## src/rtl/regfile_write_arbiter_if.sv

```systemverilog
// Write-port bundle between the requesters and the register-file arbiter.
// The arbiter takes the slave view; requesters take the master view.
interface regfile_write_arbiter_if #(
    parameter int NREQ = 4,
    parameter int AW   = 3,
    parameter int DW   = 16,
    parameter int CW   = 16
);
    logic [NREQ-1:0]    req;
    logic [NREQ*AW-1:0] req_addr;
    logic [NREQ*DW-1:0] req_data;
    logic [NREQ-1:0]    gnt;
    logic               we_en;
    logic [AW-1:0]      we_addr;
    logic [DW-1:0]      we_data;
    logic               busy;
    logic [CW-1:0]      wr_count;

    modport master (
        output req, req_addr, req_data,
        input  gnt, we_en, we_addr, we_data, busy, wr_count
    );

    modport slave (
        input  req, req_addr, req_data,
        output gnt, we_en, we_addr, we_data, busy, wr_count
    );
endinterface

```

## src/rtl/regfile_write_arbiter.sv

```systemverilog
// Round-robin arbiter sharing the single register-file write port.
// Define REGFILE_ARB_R0_PROTECT_EN to make register 0 read-only.
module regfile_write_arbiter #(
    parameter int NREQ = 4,
    parameter int AW   = 3,
    parameter int DW   = 16,
    parameter int CW   = 16
) (
    input logic clk,
    input logic reset,
    regfile_write_arbiter_if.slave bus
);
    localparam int PW = $clog2(NREQ);
    localparam logic [PW:0] NR = (PW+1)'(NREQ);

    logic [PW-1:0]   ptr;
    logic [NREQ-1:0] elig;
    logic            win_found;
    logic [PW-1:0]   win_idx;
    logic [PW-1:0]   win_next;
    logic [NREQ-1:0] win_oh;
    logic [AW-1:0]   win_addr;
    logic [DW-1:0]   win_data;
    logic            win_commit;
    logic [PW:0]     scan;

    // A requester granted this cycle may still show req high, so skip it.
    assign elig = bus.req & ~bus.gnt;

    // Scan from ptr upward with wrap modulo NREQ; first eligible wins.
    always_comb begin
        win_found = 1'b0;
        win_idx   = '0;
        scan      = '0;
        for (int k = 0; k < NREQ; k++) begin
            scan = {1'b0, ptr} + (PW+1)'(k);
            if (scan >= NR) scan = scan - NR;
            if (!win_found && elig[scan[PW-1:0]]) begin
                win_found = 1'b1;
                win_idx   = scan[PW-1:0];
            end
        end
    end

    // Select the winner's address/data and derive the next pointer.
    always_comb begin
        win_addr = '0;
        win_data = '0;
        win_oh   = '0;
        for (int i = 0; i < NREQ; i++) begin
            if (PW'(i) == win_idx) begin
                win_addr  = bus.req_addr[i*AW +: AW];
                win_data  = bus.req_data[i*DW +: DW];
                win_oh[i] = 1'b1;
            end
        end
        win_next = (win_idx == PW'(NREQ-1)) ? '0 : win_idx + PW'(1);
    end

`ifdef REGFILE_ARB_R0_PROTECT_EN
    assign win_commit = win_found && (win_addr != '0);
`else
    assign win_commit = win_found;
`endif

    assign bus.busy = (|bus.req) | bus.we_en;

    // Register the grant, write-port outputs, pointer and commit count.
    always_ff @(posedge clk) begin
        if (reset) begin
            bus.gnt      <= '0;
            bus.we_en    <= 1'b0;
            bus.we_addr  <= '0;
            bus.we_data  <= '0;
            bus.wr_count <= '0;
            ptr          <= '0;
        end else begin
            bus.gnt   <= win_found ? win_oh : '0;
            bus.we_en <= win_commit;
            if (win_found) begin
                bus.we_addr <= win_addr;
                bus.we_data <= win_data;
                ptr         <= win_next;
            end
            if (bus.we_en && bus.wr_count != '1)
                bus.wr_count <= bus.wr_count + CW'(1);
        end
    end
endmodule

```

## src/flat_wrapper.sv

```systemverilog
// flat-port wrapper written by rule: the top's interface ports become plain ports
module regfile_write_arbiter_flat 
#(
    parameter int NREQ = 4,
    parameter int AW   = 3,
    parameter int DW   = 16,
    parameter int CW   = 16
)
  (clk, reset, bus_req, bus_req_addr, bus_req_data, bus_gnt, bus_we_en, bus_we_addr, bus_we_data, bus_busy, bus_wr_count);
  regfile_write_arbiter_if #(.NREQ(NREQ), .AW(AW), .DW(DW), .CW(CW)) bus_i ();
  input logic clk;
  input logic reset;
  input wire logic [$bits(bus_i.req)-1:0] bus_req;
  input wire logic [$bits(bus_i.req_addr)-1:0] bus_req_addr;
  input wire logic [$bits(bus_i.req_data)-1:0] bus_req_data;
  output wire logic [$bits(bus_i.gnt)-1:0] bus_gnt;
  output wire logic [$bits(bus_i.we_en)-1:0] bus_we_en;
  output wire logic [$bits(bus_i.we_addr)-1:0] bus_we_addr;
  output wire logic [$bits(bus_i.we_data)-1:0] bus_we_data;
  output wire logic [$bits(bus_i.busy)-1:0] bus_busy;
  output wire logic [$bits(bus_i.wr_count)-1:0] bus_wr_count;
  assign bus_i.req = bus_req;
  assign bus_i.req_addr = bus_req_addr;
  assign bus_i.req_data = bus_req_data;
  assign bus_gnt = bus_i.gnt;
  assign bus_we_en = bus_i.we_en;
  assign bus_we_addr = bus_i.we_addr;
  assign bus_we_data = bus_i.we_data;
  assign bus_busy = bus_i.busy;
  assign bus_wr_count = bus_i.wr_count;
  regfile_write_arbiter #(.NREQ(NREQ), .AW(AW), .DW(DW), .CW(CW)) u_core (.clk(clk), .reset(reset), .bus(bus_i));
endmodule
```

## config.mk

```make
export PLATFORM = sky130hd
export DESIGN_NAME = regfile_write_arbiter_flat
export DESIGN_NICKNAME = d
export VERILOG_FILES = /design/src/rtl/regfile_write_arbiter_if.sv /design/src/rtl/regfile_write_arbiter.sv /design/src/flat_wrapper.sv
export SDC_FILE = /design/constraint.sdc
export NUM_CORES = 1
export LEC_CHECK = 0
export CORE_ASPECT_RATIO = 1.75
export CORE_MARGIN = 2
export CORE_UTILIZATION = 40
export DETAILED_ROUTE_END_ITERATION = 12
export PLACE_DENSITY = 0.8
export SYNTH_ARGS = -nofsm -noshare
export SYNTH_HDL_FRONTEND = slang
export SYNTH_SLANG_ARGS = --single-unit
```

## constraint.sdc

```tcl
create_clock -name clk -period 3.4 [get_ports clk]
set_input_delay 0.68 -clock clk [delete_from_list [all_inputs] [get_ports clk]]
set_output_delay 0.68 -clock clk [all_outputs]
set_load 0.01 [all_outputs]
```

After elaboration in Yosys (flattened, before gate mapping)
Cells that the tools add are included.
{"block": "totals", "reg_bits": 42, "inputBits": 82, "output_inout_bits": 41, "elab_cells": 75}
{"block": "classes", "addsub": 9, "n_lt_le_gt_ge": 8, "n_eq_ne": 5, "mux": 33, "bitwise_logic": 4, "n_reduce_logical": 10}
{"cell": "2-to-1 mux 16 bit", "n": 4}
{"cell": "2-to-1 mux 2 bit", "n": 9}
{"cell": "adder 16 x 1 -> 16 bit (second input constant)", "n": 1}
{"cell": "inequality test 16 bit (second input constant)", "n": 1}
{"cell": "less-than comparator 2 x 3 -> 1 bit (second input constant)", "n": 4}
{"cell": "2-to-1 mux 1 bit", "n": 12}
{"cell": "2-to-1 mux 3 bit", "n": 4}
{"cell": ">= comparator 3 bit (second input constant)", "n": 3}
{"cell": "binary-select mux 1 bit (select 2 bit)", "n": 4}
{"cell": "subtractor 2 x 1 -> 2 bit (second input constant)", "n": 4}
{"cell": "adder 2 x 2 -> 3 bit (second input constant)", "n": 2}
{"cell": "bitwise AND 4 bit", "n": 1}
{"cell": "equality test 2 bit (first input constant)", "n": 2}
{"cell": "logical AND 1 bit", "n": 4}
{"cell": "inverter 4 bit", "n": 1}
{"cell": "OR reduction 4 bit", "n": 1}
{"cell": "adder 2 x 1 -> 3 bit (second input constant)", "n": 1}
{"cell": ">= comparator 2 x 3 -> 1 bit (second input constant)", "n": 1}
{"cell": "zero test 1 bit", "n": 3}
{"cell": "adder 2 x 1 -> 2 bit (second input constant)", "n": 1}
{"cell": "equality test 1 x 2 -> 1 bit (first input constant)", "n": 1}
{"cell": "equality test 2 bit (second input constant)", "n": 1}
{"cell": "zero test 2 bit", "n": 1}
{"cell": "OR reduction 2 bit", "n": 1}
{"cell": "other kinds (2)", "n": 2}

Logic depth before layout (Yosys ltp)
{"block": "logic_depth", "word_depth": 19, "ltp_mapped": 11, "mapped_depth_nobuf": 9}

Worst setup path after synthesis
OpenSTA, ideal clock, no wires.
{"block": "synth_timing", "path_type": "input to register", "start": "input port bus_req[1]", "end": "register u_core.bus.we_data[9]", "setup_ns": 0.131, "arrival_time_ns": 2.522, "required_time_ns": 3.269, "path_slack_ns": 0.747, "path_stages": 11, "n_path_buf": 2, "cell_sequence": "nor2b_1 o22ai_1 o21ai_0 o21ai_0 ha_1 nor2b_1 buf_2 buf_2 a221oi_1 o311a_1 nor3_2"}
{"block": "synth_via", "elab_chain_cells": 18, "word_cells_on_any_way": 31, "classes_between": "eq/ne: 3; mux: 20; bitwise: 1; reduce/logical: 7"}
{"item": "start, declared", "line_no": "flat_wrapper.sv:13", "source": "input wire logic [$bits(bus_i.req)-1:0] bus_req;"}
{"item": "bitwise AND 4 bit *", "line_no": "regfile_write_arbiter.sv:28", "source": "assign elig = bus.req & ~bus.gnt;"}
{"item": "binary-select mux 1 bit (select 2 bit)", "line_no": "regfile_write_arbiter.sv:38", "source": "if (!win_found && elig[scan[PW-1:0]]) begin"}
{"item": "2-to-1 mux 1 bit (implied by the code)", "line_no": "regfile_write_arbiter.sv:38"}
{"item": "2-to-1 mux 1 bit", "line_no": "regfile_write_arbiter.sv:38"}
{"item": "zero test 1 bit", "line_no": "regfile_write_arbiter.sv:38"}
{"item": "logical AND 1 bit", "line_no": "regfile_write_arbiter.sv:38"}
{"item": "2-to-1 mux 1 bit", "line_no": "regfile_write_arbiter.sv:38"}
{"item": "zero test 1 bit", "line_no": "regfile_write_arbiter.sv:38"}
{"item": "logical AND 1 bit", "line_no": "regfile_write_arbiter.sv:38"}
{"item": "2-to-1 mux 1 bit", "line_no": "regfile_write_arbiter.sv:38"}
{"item": "zero test 1 bit", "line_no": "regfile_write_arbiter.sv:38"}
{"item": "logical AND 1 bit", "line_no": "regfile_write_arbiter.sv:38"}
{"item": "2-to-1 mux 2 bit", "line_no": "regfile_write_arbiter.sv:38"}
{"item": "zero test 2 bit", "line_no": "regfile_write_arbiter.sv:51", "source": "if (PW'(i) == win_idx) begin"}
{"item": "2-to-1 mux 16 bit (4 in series)", "line_no": "regfile_write_arbiter.sv:51"}
{"item": "end signal, assigned", "line_no": "regfile_write_arbiter.sv:82", "source": "bus.we_data <= win_data;"}
{"item": "end, declared", "line_no": "regfile_write_arbiter_if.sv:26", "source": "output gnt, we_en, we_addr, we_data, busy, wr_count"}
Every way passes the cells marked *; elsewhere a longest branch is shown, timed or not. The select of a mux whose other input is x is not followed.
A chain may end at the register's enable or synchronous reset.

Final worst setup path
{"block": "layout_timing", "start": "input port bus_req[1]", "end": "register u_core.bus.we_data[1]"}
Same word-level chain as after synthesis.

==> out/metrics.cfg <==
[outcome]
status = finished clean

[finish]
regArea_sq_um = 841
layout-drive-gt1-share_pct = 6.13
final_cell_mix = clkdlybuf4s50_1, dfxtp_1, nor2_1
nNetsFinal = 496
multi_input_area_sq_um = 1480
n_fill_cell = 534
diodes = 0
mostFrequentLayoutCell = clkdlybuf4s50_1
syn_to_final_growth_pct = 56.3

[synth]
synth_cell_types = 40
synth_warnings = 0
syn-num-nets = 381
syn_area_sq_um = 2440
ys_seq_area_share_pct = 34.5
synth.avg_cell_area_sq_um = 8.29
postSynthCellCount = 294
ys_ff_latch = 42

[detailed_routing]
ant_nets = 0
viasPerCell = 5.66
wl_mm = 7.65
route.detailed.drc = 0
via_count = 2752
dr.first_iter.drc_count = 197
dr.pass1.iters = 4
wl_per_cell_um = 15.7

[clock_network]
clock_sinks = 42
clk_latency_ns = 0.29
htreeDepth = 2
cts-root-buf = clkbuf_8
cts_hold_buf = 0
cts_resized = 0
clk_transition_reported_paths_ns = 0.08
clock_path_buffers = 2
cts_tree = yes
cts_made_buffers = 5
cts_setup_buffers = 0

[grt]
grt_max_degree = 40
overflow = 0
grt_usage_pct = 22.6
grt_pass1_wl_mm = 12.3
grt_pass1_vias = 2856
antenna_found_initial = 0

[critical_path]
start_kind = input port
r2r_cells = 10
critical_path.cell_chain = clkdlybuf4s50_1 -> nor2b_1 -> o22ai_1 -> o21ai_0 -> o21ai_0 -> ha_1 -> nor2b_1 -> buf_4 -> a221oi_1 -> o311a_1 -> nor3_2
required_ns = 3.58
crit_type = in -> reg
worstPathArrival_ns = 3.26
rrSetupSlack_ns = 0.89
path_max_fanout = 19
slowest_stage = clkdlybuf4s50_1
crit_path_end_kind = flip-flop
slowest_delay_ns = 0.47
regToRegEndpoint = u_core.bus.we_data[1]
r2r_start = u_core.bus.gnt[1]

[power_and_ir_drop]
ir_worst_vdd_mv = 0.361
power.density_nw_per_um2 = 607
power_leakage_nw = 1.37

[flow_run]
max_cap_violations = 0

[sta]
fin_skew_ns = 0.00707
period_share_pct = 90.6
hold_viol = 0
tightestPinTransition_ns = 0.670
rsz0062_at_grt = no
fmax_mhz = 324
finalSetupTns_ns = 0
drv_slew = 0
setup_violations = 0
period_needed_ns = 3.08
maxSlewHeadroom_pct = 54.9
fin_ws_ns = 0.318

[worst_hold_path]
min_from = u_core.bus.we_data[5]
hold_end = u_core.bus.we_data[5]
whs_path_depth = 2
hp-class = reg -> reg

[floorplan]
die_h_um = 107
core_area_sq_um = 5880
die_x_um = 63.0
io_pins = 123
start_util_pct = 41.4
die-area_sq_um = 6750
rows = 37

[placement]
io_buffers = 122
dpl.hpwl_mm = 5.85
gp_congestion = 0.759
post-place-ws_ns = 0.0511

## synthesized netlist by cell type (all sizes together)
library cell / count / area (sq um)
a21o: 1 / 7.51
o22ai: 2 / 12.5
nor4b: 1 / 8.76
or4b: 1 / 10.0
and4: 2 / 17.5
o31a: 1 / 8.76
dfxtp: 42 / 841
buf: 9 / 61.3
o221ai: 1 / 8.76
or4: 3 / 22.5
or3: 4 / 25.0
nor2b: 28 / 183
nor2: 31 / 116
or2: 1 / 8.76
mux2: 2 / 22.5
nor3: 27 / 170
and3: 3 / 18.8
nand2b: 4 / 25.0
o31ai: 5 / 37.5
clkbuf: 12 / 45.0
a21oi: 11 / 55.1
a41oi: 1 / 8.76
ha: 5 / 62.6
o22a: 1 / 8.76
nand2: 28 / 105
a31oi: 1 / 6.26
nand4: 4 / 40.0
nor4: 5 / 31.3
inv: 3 / 11.3
and2: 4 / 25.0
a221oi: 19 / 166
mux2i: 2 / 20.0
nand3: 6 / 30.0
o311a: 19 / 190
o21ai: 5 / 25.0
## kinds of logic (layout without fill, tap and decap cells)
kind of cell / Yosys count / after routing / synth area share [%]
simple gates: 152 / 152 / 34.4
compound gates: 67 / 67 / 22.0
flops: 42 / 42 / 34.5
buf+inv: 24 / 138 / 4.83
fa+ha+maj: 5 / 5 / 2.57
mux: 4 / 4 / 1.75
## power breakdown
| part | switching (W) | internal, W |
|---|---|---|
| clock | 0.000164 | 0.000157 |
| combinational | 0.000579 | 0.000710 |
| sequential | 0.0000822 | 0.000620 |
## final cells by class
cell class                      instances  area share [%]
Timing Repair Buffer                  129            34.1
Multi-Input combinational cell        228            38.8
Inverter                                3           0.296
Sequential cell                        42            22.1
Clock buffer                            6            2.17
Tap cell                               78            2.56
## stage by stage
stage	instance area (sq um)	total power, W	std cells	utilization, %	hold WS [ns]
floorplan	2440	0.00149	294	-	0.475
global placement	3730	0.00197	480	63.4	0.478
detailed placement	3730	0.00200	480	63.4	0.480
CTS	3810	0.00234	486	64.8	0.496
global route	3810	0.00245	486	64.8	0.510
finish	3810	0.00231	486	64.8	0.493
## sequential cells by signal, summed over array words and instances, names as in the netlist
register	cells
u_core.bus.gnt	4
u_core.bus.wr_count	16
u_core.bus.we_data	16
u_core.bus.we_en	1
u_core.ptr	2
u_core.bus.we_addr	3
## worst max path at each step
stage	from	endpoint	slack, ns	depth (start not counted)
after floorplan	bus_req[1]	u_core.bus.we_data[9]	0.75	11
after global placement	bus_req[1]	u_core.bus.we_data[13]	0.17	11
after detailed placement	bus_req[1]	u_core.bus.we_data[1]	0.05	11
after CTS	bus_req[1]	u_core.bus.we_data[1]	0.31	11
after global routing	bus_req[1]	u_core.bus.we_data[1]	0.08	11
final	bus_req[1]	u_core.bus.we_data[1]	0.32	11
## routing by layer
metal / wire (um) / GRT usage [%] / vias to the layer above
met2: 4430 / 46.0 / 103
met1: 2620 / 21.5 / 1308
met4: 146 / 8.10 / 0
met3: 455 / 4.41 / 12
met5: 0 / 0 / -
li1: - / - / 1329
## worst max-delay path, delay by kind of cell
kind                     cells  cell delay (ns)
buffers and inverters        2             0.68
adder cells (fa/ha/maj)      1             0.24
AO/OA/AOI/OAI                5             1.14
AND/OR/NAND/NOR              3             0.52
Power figures use the tool's default switching activity.
